===== src/rtl/opb_cfg_pkg.sv =====
// Shared types for the config-chain sequencer: FSM state encoding and
// cycle-count helpers for a per-bit load.
package opb_cfg_pkg;

   typedef enum logic [2:0] {
      IDLE  = 3'd0,
      SETUP = 3'd1,
      PH_A  = 3'd2,
      GAP_A = 3'd3,
      PH_B  = 3'd4,
      GAP_B = 3'd5,
      DONE  = 3'd6
   } state_e;

   function automatic int bit_cycles(input int pulse_w, input int gap_w);
      return 1 + 2 * pulse_w + 2 * gap_w;
   endfunction

   function automatic int load_cycles(input int nbits, input int pulse_w, input int gap_w);
      return nbits * bit_cycles(pulse_w, gap_w) + 1;
   endfunction

endpackage


===== src/rtl/opb_config_sequencer_if.sv =====
// Word handshake plus serial chain connections between the fabric config
// port, the sequencer and one tile's latch chain.
interface opb_config_sequencer_if #(
   parameter int NBITS = 4
);
   logic [NBITS-1:0] cfg_data;
   logic             cfg_valid;
   logic             cfg_ready;
   logic             CONFin;
   logic             phase_a;
   logic             phase_b;
   logic             CONFout;
   logic [NBITS-1:0] rb_data;
   logic             done;
   logic             busy;

   modport slave (
      input  cfg_data, cfg_valid, CONFout,
      output cfg_ready, CONFin, phase_a, phase_b, rb_data, done, busy
   );

   modport master (
      output cfg_data, cfg_valid, CONFout,
      input  cfg_ready, CONFin, phase_a, phase_b, rb_data, done, busy
   );
endinterface


===== src/rtl/opb_phase_timer.sv =====
// Loadable down-counter; tc_o is high while the count sits at zero, so a
// load of N-1 yields a state that lasts N cycles.
module opb_phase_timer #(
   parameter int CNT_W = 8
) (
   input  logic             clk_i,
   input  logic             rst_i,
   input  logic             load_i,
   input  logic [CNT_W-1:0] load_val_i,
   output logic             tc_o
);
   logic [CNT_W-1:0] cnt_q, cnt_d;

   always_comb begin
      cnt_d = cnt_q;
      if (load_i) begin
         cnt_d = load_val_i;
      end else if (cnt_q != '0) begin
         cnt_d = cnt_q - CNT_W'(1);
      end
   end

   always_ff @(posedge clk_i) begin
      if (rst_i) begin
         cnt_q <= '0;
      end else begin
         cnt_q <= cnt_d;
      end
   end

   assign tc_o = (cnt_q == '0);
endmodule


===== src/rtl/opb_config_sequencer.sv =====
// Serialises one config word MSB-first into a two-phase latch chain with
// non-overlapping enables, reading the old chain contents back in parallel.
module opb_config_sequencer
   import opb_cfg_pkg::*;
#(
   parameter int NBITS   = 4,
   parameter int PULSE_W = 1,
   parameter int GAP_W   = 1,
   parameter int CNT_W   = 8
) (
   input  logic                 CLK,
   input  logic                 RESET,
   opb_config_sequencer_if.slave bus
);
   localparam int IDX_W = (NBITS > 1) ? $clog2(NBITS) : 1;
   localparam logic [CNT_W-1:0] PULSE_LD = CNT_W'(PULSE_W - 1);
   localparam logic [CNT_W-1:0] GAP_LD   = CNT_W'(GAP_W - 1);

   state_e           state_q, state_d;
   logic [NBITS-1:0] sh_q, sh_d;
   logic [NBITS-1:0] rb_shift_q, rb_shift_d;
   logic [NBITS-1:0] rb_data_q, rb_data_d;
   logic [IDX_W-1:0] idx_q, idx_d;
   logic             tmr_load;
   logic [CNT_W-1:0] tmr_val;
   logic             tmr_tc;

   opb_phase_timer #(.CNT_W(CNT_W)) u_timer (
      .clk_i      (CLK),
      .rst_i      (RESET),
      .load_i     (tmr_load),
      .load_val_i (tmr_val),
      .tc_o       (tmr_tc)
   );

   // Every state transition reloads the timer with the new state's length minus one
   always_comb begin
      state_d    = state_q;
      sh_d       = sh_q;
      idx_d      = idx_q;
      rb_shift_d = rb_shift_q;
      rb_data_d  = rb_data_q;
      tmr_load   = 1'b0;
      tmr_val    = '0;
      unique case (state_q)
         IDLE: begin
            if (bus.cfg_valid) begin
               sh_d     = bus.cfg_data;
               idx_d    = IDX_W'(NBITS - 1);
               state_d  = SETUP;
               tmr_load = 1'b1;
            end
         end
         SETUP: begin
            if (tmr_tc) begin
               rb_shift_d = (rb_shift_q << 1) | NBITS'(bus.CONFout);
               state_d    = PH_A;
               tmr_load   = 1'b1;
               tmr_val    = PULSE_LD;
            end
         end
         PH_A: begin
            if (tmr_tc) begin
               state_d  = GAP_A;
               tmr_load = 1'b1;
               tmr_val  = GAP_LD;
            end
         end
         GAP_A: begin
            if (tmr_tc) begin
               state_d  = PH_B;
               tmr_load = 1'b1;
               tmr_val  = PULSE_LD;
            end
         end
         PH_B: begin
            if (tmr_tc) begin
               state_d  = GAP_B;
               tmr_load = 1'b1;
               tmr_val  = GAP_LD;
            end
         end
         GAP_B: begin
            if (tmr_tc) begin
               if (idx_q == '0) begin
                  state_d   = DONE;
                  rb_data_d = rb_shift_q;
               end else begin
                  idx_d    = idx_q - IDX_W'(1);
                  sh_d     = sh_q << 1;
                  state_d  = SETUP;
                  tmr_load = 1'b1;
               end
            end
         end
         DONE:    state_d = IDLE;
         default: state_d = IDLE;
      endcase
   end

   always_ff @(posedge CLK) begin
      if (RESET) begin
         state_q   <= IDLE;
         sh_q      <= '0;
         idx_q     <= '0;
         rb_data_q <= '0;
      end else begin
         state_q   <= state_d;
         sh_q      <= sh_d;
         idx_q     <= idx_d;
         rb_data_q <= rb_data_d;
      end
   end

   // Fully rewritten by each load before use, so it needs no reset
   always_ff @(posedge CLK) begin
      rb_shift_q <= rb_shift_d;
   end

   // CONFin follows the shift register MSB, which only moves on SETUP entry
   assign bus.CONFin    = sh_q[NBITS-1];
   assign bus.phase_a   = (state_q == PH_A);
   assign bus.phase_b   = (state_q == PH_B);
   assign bus.done      = (state_q == DONE);
   assign bus.busy      = (state_q != IDLE);
   assign bus.cfg_ready = (state_q == IDLE) && !RESET;
   assign bus.rb_data   = rb_data_q;
endmodule


===== src/flat_wrapper.sv =====
// flat-port wrapper written by rule: the top's interface ports become plain ports
module opb_config_sequencer_flat import opb_cfg_pkg::*;
#(
   parameter int NBITS   = 4,
   parameter int PULSE_W = 1,
   parameter int GAP_W   = 1,
   parameter int CNT_W   = 8
)
  (CLK, RESET, bus_cfg_data, bus_cfg_valid, bus_CONFout, bus_cfg_ready, bus_CONFin, bus_phase_a, bus_phase_b, bus_rb_data, bus_done, bus_busy);
  opb_config_sequencer_if #(.NBITS(NBITS)) bus_i ();
  input  logic CLK;
  input  logic RESET;
  input wire logic [$bits(bus_i.cfg_data)-1:0] bus_cfg_data;
  input wire logic [$bits(bus_i.cfg_valid)-1:0] bus_cfg_valid;
  input wire logic [$bits(bus_i.CONFout)-1:0] bus_CONFout;
  output wire logic [$bits(bus_i.cfg_ready)-1:0] bus_cfg_ready;
  output wire logic [$bits(bus_i.CONFin)-1:0] bus_CONFin;
  output wire logic [$bits(bus_i.phase_a)-1:0] bus_phase_a;
  output wire logic [$bits(bus_i.phase_b)-1:0] bus_phase_b;
  output wire logic [$bits(bus_i.rb_data)-1:0] bus_rb_data;
  output wire logic [$bits(bus_i.done)-1:0] bus_done;
  output wire logic [$bits(bus_i.busy)-1:0] bus_busy;
  assign bus_i.cfg_data = bus_cfg_data;
  assign bus_i.cfg_valid = bus_cfg_valid;
  assign bus_i.CONFout = bus_CONFout;
  assign bus_cfg_ready = bus_i.cfg_ready;
  assign bus_CONFin = bus_i.CONFin;
  assign bus_phase_a = bus_i.phase_a;
  assign bus_phase_b = bus_i.phase_b;
  assign bus_rb_data = bus_i.rb_data;
  assign bus_done = bus_i.done;
  assign bus_busy = bus_i.busy;
  opb_config_sequencer #(.NBITS(NBITS), .PULSE_W(PULSE_W), .GAP_W(GAP_W), .CNT_W(CNT_W)) u_core (.CLK(CLK), .RESET(RESET), .bus(bus_i));
endmodule

===== config.mk =====
export PLATFORM = sky130hd
export DESIGN_NAME = opb_config_sequencer_flat
export DESIGN_NICKNAME = d
export VERILOG_FILES = /design/src/rtl/opb_cfg_pkg.sv /design/src/rtl/opb_config_sequencer_if.sv /design/src/rtl/opb_phase_timer.sv /design/src/rtl/opb_config_sequencer.sv /design/src/flat_wrapper.sv
export SDC_FILE = /design/constraint.sdc
export NUM_CORES = 1
export LEC_CHECK = 0
export ABC_AREA = 1
export CORE_UTILIZATION = 61
export CTS_BUF_LIST = sky130_fd_sc_hd__clkbuf_4
export DETAILED_ROUTE_END_ITERATION = 10
export PLACE_DENSITY = 0.85
export SLEW_MARGIN = 20
export SYNTH_ARGS = -nofsm -noshare
export SYNTH_HDL_FRONTEND = slang
export SYNTH_SLANG_ARGS = --single-unit

===== constraint.sdc =====
create_clock -name CLK -period 5 [get_ports CLK]
set_input_delay 0.75 -clock CLK [delete_from_list [all_inputs] [get_ports CLK]]
set_output_delay 0.75 -clock CLK [all_outputs]
set_load 0.02 [all_outputs]

Word level (Yosys, flattened, before mapping) --
Cells that the tools add are included. Widths: inputs -> output; s select.
Cells by class: eq/ne operators 13, shifts and indexed selects 0, bitwise gates (word level) 1, add/subtract/negate cells 2, divide/modulo/power cells 0, magnitude comparators 0, muxes and demuxes 21, reduce and logical (&&, ||, !) cells 14, multiply operators 0
Operator list (count):
- $mux 3 | 7
- $pmux 3 s6 | 1
- $mux 4 | 3
- $ne 2x1->1 const B | 5
- $eq 3x3->1 const B | 3
- $logic_not 8->1 | 1
- $pmux 4 s2 | 1
- $reduce_bool 8->1 | 1
- $sub 8x1->8 const B | 1
- $eq 3x2->1 const B | 2
- $mux 2 | 3
- $reduce_and 6->1 | 1
- $mux 1 | 4
- $ne 2x2->1 const B | 2
- $or 4x1->4 | 1
- $pmux 2 s2 | 1
- $reduce_and 4->1 | 1
- $reduce_or 4->1 | 1
- $eq 3x1->1 const B | 1
- $logic_not 3->1 | 1
- $pmux 1 s3 | 1
- $reduce_and 3->1 | 1
- $reduce_bool 3->1 | 1
- $logic_not 2->1 | 1
- other kinds (6) | 6
Storage, ports and cells: logic and storage cells 57, latch bits 0, bits of input ports 8, memories kept 0, register bits after elaboration 25, output and inout port bits 10, ROM bits 0, RAM bits 0

Longest topological paths before layout --
depth in word-level cells 5, gate-level depth with buffers 10, depth with buffers taken out 10

Hierarchy --
Synthesis repeated with hierarchy kept, for this count alone.
Unflattened totals: cell total of the unflattened synthesis 184, area total of the unflattened synthesis 1353.8 sq um
By module, submodules not included:
- opb_config_sequencer | sequential area each 380.4 sq um, instances 1, area each 880.8 sq um, cells an instance 114
- opb_phase_timer | sequential area each 160.2 sq um, instances 1, area each 473.0 sq um, cells an instance 70

Worst setup path after synthesis --
Ideal clock, no wire load.
path type flip-flop to output port, from register u_core.state_q[0], to output port bus_cfg_ready, arrival 1.097 ns, stages on the path, launching flop included 5, data required time 4.250 ns, path slack 3.153 ns, path buffers 1, cell sequence dfxtp_1 buf_6 nor2_4 nand2_1 nor2_1
Between the ends: longest elaborated chain between the ends 2
RTL lines:
- start: declaration | RTL line opb_config_sequencer.sv:19 | state_e state_q, state_d;
- start signal: assignment | RTL line opb_config_sequencer.sv:108 | state_q <= state_d;
- $logic_not 3->1 | RTL line opb_config_sequencer.sv:126 | assign bus.cfg_ready = (state_q == IDLE) && !RESET;
- $logic_and 1x1->1 | RTL line opb_config_sequencer.sv:126
- end: declaration | RTL line flat_wrapper.sv:16 | output wire logic [$bits(bus_i.cfg_ready)-1:0] bus_cfg_ready;
No other way between the ends.

Worst setup path after layout --
from input port RESET, to output port bus_cfg_ready
Between the ends: longest elaborated chain between the ends 2
RTL lines:
- start: declaration | RTL line flat_wrapper.sv:12 | input logic RESET;
- $logic_not 1->1 | RTL line opb_config_sequencer.sv:126
- $logic_and 1x1->1 | RTL line opb_config_sequencer.sv:126
No other way between the ends.

==> metrics.txt <==
Worst Max-Slew Pin Slew 415 ps; detailed-router iteration count before antenna repair 5; share of the synthesized area in the top cell type around 31%; fraction of the mapped netlist area in simple logic gates between 40 and 50%; total via count in the routed design 1174; signed area change from the synthesized netlist to the final layout 15.3%; Vias/cell about 5.0; final std cells w/o fill ~230; maximum number of pins on one net before global-route repair 15; routability-driven placement congestion ratio 0.853; DPL Wire Length just over 2 mm; overall die area roughly 0.0024 mm2; GR Util met2 41.8%; Worst R2R Start u_core.u_timer.cnt_q[0]; Cells after Synth 188; Clk Latency, worst-skew pair around 310 ps; hold path start u_core.rb_shift_q[2]; average detailed-routed wire length per instance 10.9 um; most crowded layer after global routing met2; endpoint of the worst hold path u_core.rb_shift_q[3]; cell occurring most often along the worst timing path clkdlybuf4s50_1; number of DRC violations after detailed-routing iteration 0 24; Clock Root Buffer clkbuf_4; fraction of layout instances using a drive strength above 1 between 10% and 20%; TritonCTS Sinks 25; share of synthesized area occupied by flip-flops and latches 39.5%; met1 GRT Util 27.5%; switching power summed over all nets 0.265 mW; post-CTS sizing 0; count of endpoints failing setup in the final report 0; required time at the worst-slack endpoint 4250 ps; hold-critical path depth 0; crit path from RESET; Mean Syn Cell Area 7.29 um2; area inside the core boundary 0.00204 mm2; number of nets in the layout 219; Critical Path AT 2050 ps; total overflow reported by the global router 0; GR Layer Usage met3 2.80%; part of the power in the clock network 13.8%; type of element capturing the critical path output port; Max VDD drop 0.327 mV; shortest period the worst path allows ~2800 ps; RSZ-0062 raised after global routing false; most area-hungry cell type in the Yosys netlist dfxtp_1; largest incremental delay on the critical path 610 ps; complex-gate fraction of the synthesized area 6.30%; dpl ws 2190 ps; overall die height 49.4 um; max_cap viols 0; CTS H-Tree Depth 1; Hold Crit Class flop to flop; CTS max path bufs 2; classification of the worst setup path primary input to output port; number of antenna repair diodes 0; final total power about 0.65 mW; combinational family with the most area after synthesis simple AND/OR/NAND/NOR gates; final hold violation count 0; pins over their slew limit 0; number of synthesized register bits 25; vias in the first global route 1102; internal power 0.381 mW; Clk pin slew, worst setup/hold paths 130 ps; Yosys warning total 0; number of buffers added by the clock tree synthesis step 3; crit-path max FO 7; number of cells in the design after placement 230; number of top-level pins 18; cell area after synthesis 0.00137 mm2; total routing resource utilization after global routing 22.6%; quantity of I/O buffers inserted on ports 17; slack of the critical path 2200 ps; sequential power share 43.1%; number of antenna violations at the first check in global routing 0; Post-CTS Repair Setup Buffers 0; proportion of synthesized area in mux cells 0%; post-route clock skew 9.92 ps; Critical-path top delay cell clkdlybuf4s50_1; cells taking the most area after synthesis dfxtp_1, nor2_1, nand2_1; TritonCTS clock tree yes; total length of routed wires 2.55 mm; leakage power figure 0.694 nW; share of the clock period used by the worst path a little under three fifths; Switching Fraction 41.0%; Worst R2R Setup Slack ~3200 ps; share of total power in combinational logic between 40% and 50%; critical-path cell list clkdlybuf4s50_1 > nor2_1 > clkdlybuf4s50_1; effective utilization at floorplan between 60% and 70%; run status finished, final reports clean; width of the chip around 49 um; Power per Cell Area 409 mW/mm2; endpoint of the most critical register-to-register path u_core.rb_shift_q[2]; Peak Freq 358 MHz; count of filler cells inserted in the layout between 150 and 200; reg2reg path depth 6; adder-cell share of the synthesized area 2.74%; Syn Nets 199; aggregate negative setup slack 0 ps; xor and xnor fraction of the mapped netlist area between 1 and 1.5%; drt drc 0; type of element launching the critical path primary input; number of different library cells in the post-synthesis netlist 24; global-route wire length before repair 4.36 mm; residual antenna-violating net count after detailed routing 0; Relative slew margins around 72%; count of hold-fix buffers inserted at cts 0; row count 16
[cells in the mapped netlist]
cell type	n
nand3_4	1
buf_6	2
nand2_1	36
nand4_4	1
inv_2	8
nand2_4	4
nor2_1	38
nor2_4	4
dfxtp_1	21
o21ai_1	2
nand3_2	1
a21oi_2	1
and2_1	1
edfxtp_1	4
nand2_2	5
nand3_1	18
xor2_1	2
o21ai_0	5
clkinv_1	1
ha_1	3
a21oi_1	7
inv_1	20
nor2_2	2
o31ai_1	1
[power groups by stage]
stage	combinational [mW]	sequential, mW	clock, mW
after floorplan	0.220	0.269	0
after global placement	0.268	0.280	0
after detailed placement	0.278	0.282	0
after CTS	0.279	0.277	0.0914
after global routing	0.311	0.282	0.0980
final	0.279	0.278	0.0888
[worst max-delay path, delay by kind of cell]
| kind | cells | cell delay [ps] |
|---|---|---|
| buffers and inverters | 2 | 1140 |
| and+or+nand+nor | 1 | 160 |
[state kept, by name, indices dropped and copies added, names as in the netlist]
name                  cells
u_core.sh_q               4
u_core.bus.rb_data        4
u_core.state_q            3
u_core.rb_shift_q         4
u_core.u_timer.cnt_q      8
u_core.idx_q              2
[area by class of cell]
class,instances,area (um2),area share (%)
multi-input cells,132,698,44.2
well taps,27,33.8,2.14
clock buffers,3,22.5,1.43
inverters,29,109,6.89
flip-flops and latches,25,541,34.2
clock inverters,1,5.00,0.317
repair buffers,17,170,10.8
[cells by family after synthesis]
| family | count (synthesis) |
|---|---|
| adders and majority gates | 3 |
| DFF | 25 |
| buffers and inverters | 31 |
| and+or+nand+nor | 111 |
| xor gates and xnor gates | 2 |
| AOI/OAI and AO/OA | 16 |
[worst max-delay path by stage]
| stage | end | slack [ps] | depth (start not counted) |
|---|---|---|---|
| final | bus_cfg_ready | 2200 | 3 |
| after global routing | bus_cfg_ready | 2150 | 3 |
| after CTS | bus_cfg_ready | 2190 | 3 |
| after detailed placement | bus_cfg_ready | 2190 | 3 |
| after global placement | bus_cfg_ready | 2240 | 3 |
| after floorplan | bus_cfg_ready | 3150 | 4 |
[placed cells by master (no fill, tap or decap), drive strengths merged]
cell type | Yosys | final
inv | 28 | 28
xor2 | 2 | 2
nor2 | 44 | 44
dfxtp | 21 | 21
clkdlybuf4s50 | 0 | 17
nand4 | 1 | 1
clkbuf | 0 | 3
edfxtp | 4 | 4
ha | 3 | 3
and2 | 1 | 1
o21ai | 7 | 7
nand2 | 45 | 45
a21oi | 8 | 8
nand3 | 20 | 20
o31ai | 1 | 1
clkinv | 1 | 2
[per-layer routing]
layer	up-vias	wire length [um]
met5	-	0
met1	521	1190
met2	28	1260
met4	0	14
li1	623	-
met3	2	83
[stage by stage]
stage / instance area (um2) / hold WS (ps) / util, %
final: 1580 / 471 / 77.3
after global routing: 1580 / 501 / 77.3
after CTS: 1580 / 475 / 77.3
after detailed placement: 1550 / 452 / 76.0
after global placement: 1550 / 441 / 76.0
after floorplan: 1370 / 427 / -
No activity file was read; power rests on OpenSTA's default activity.
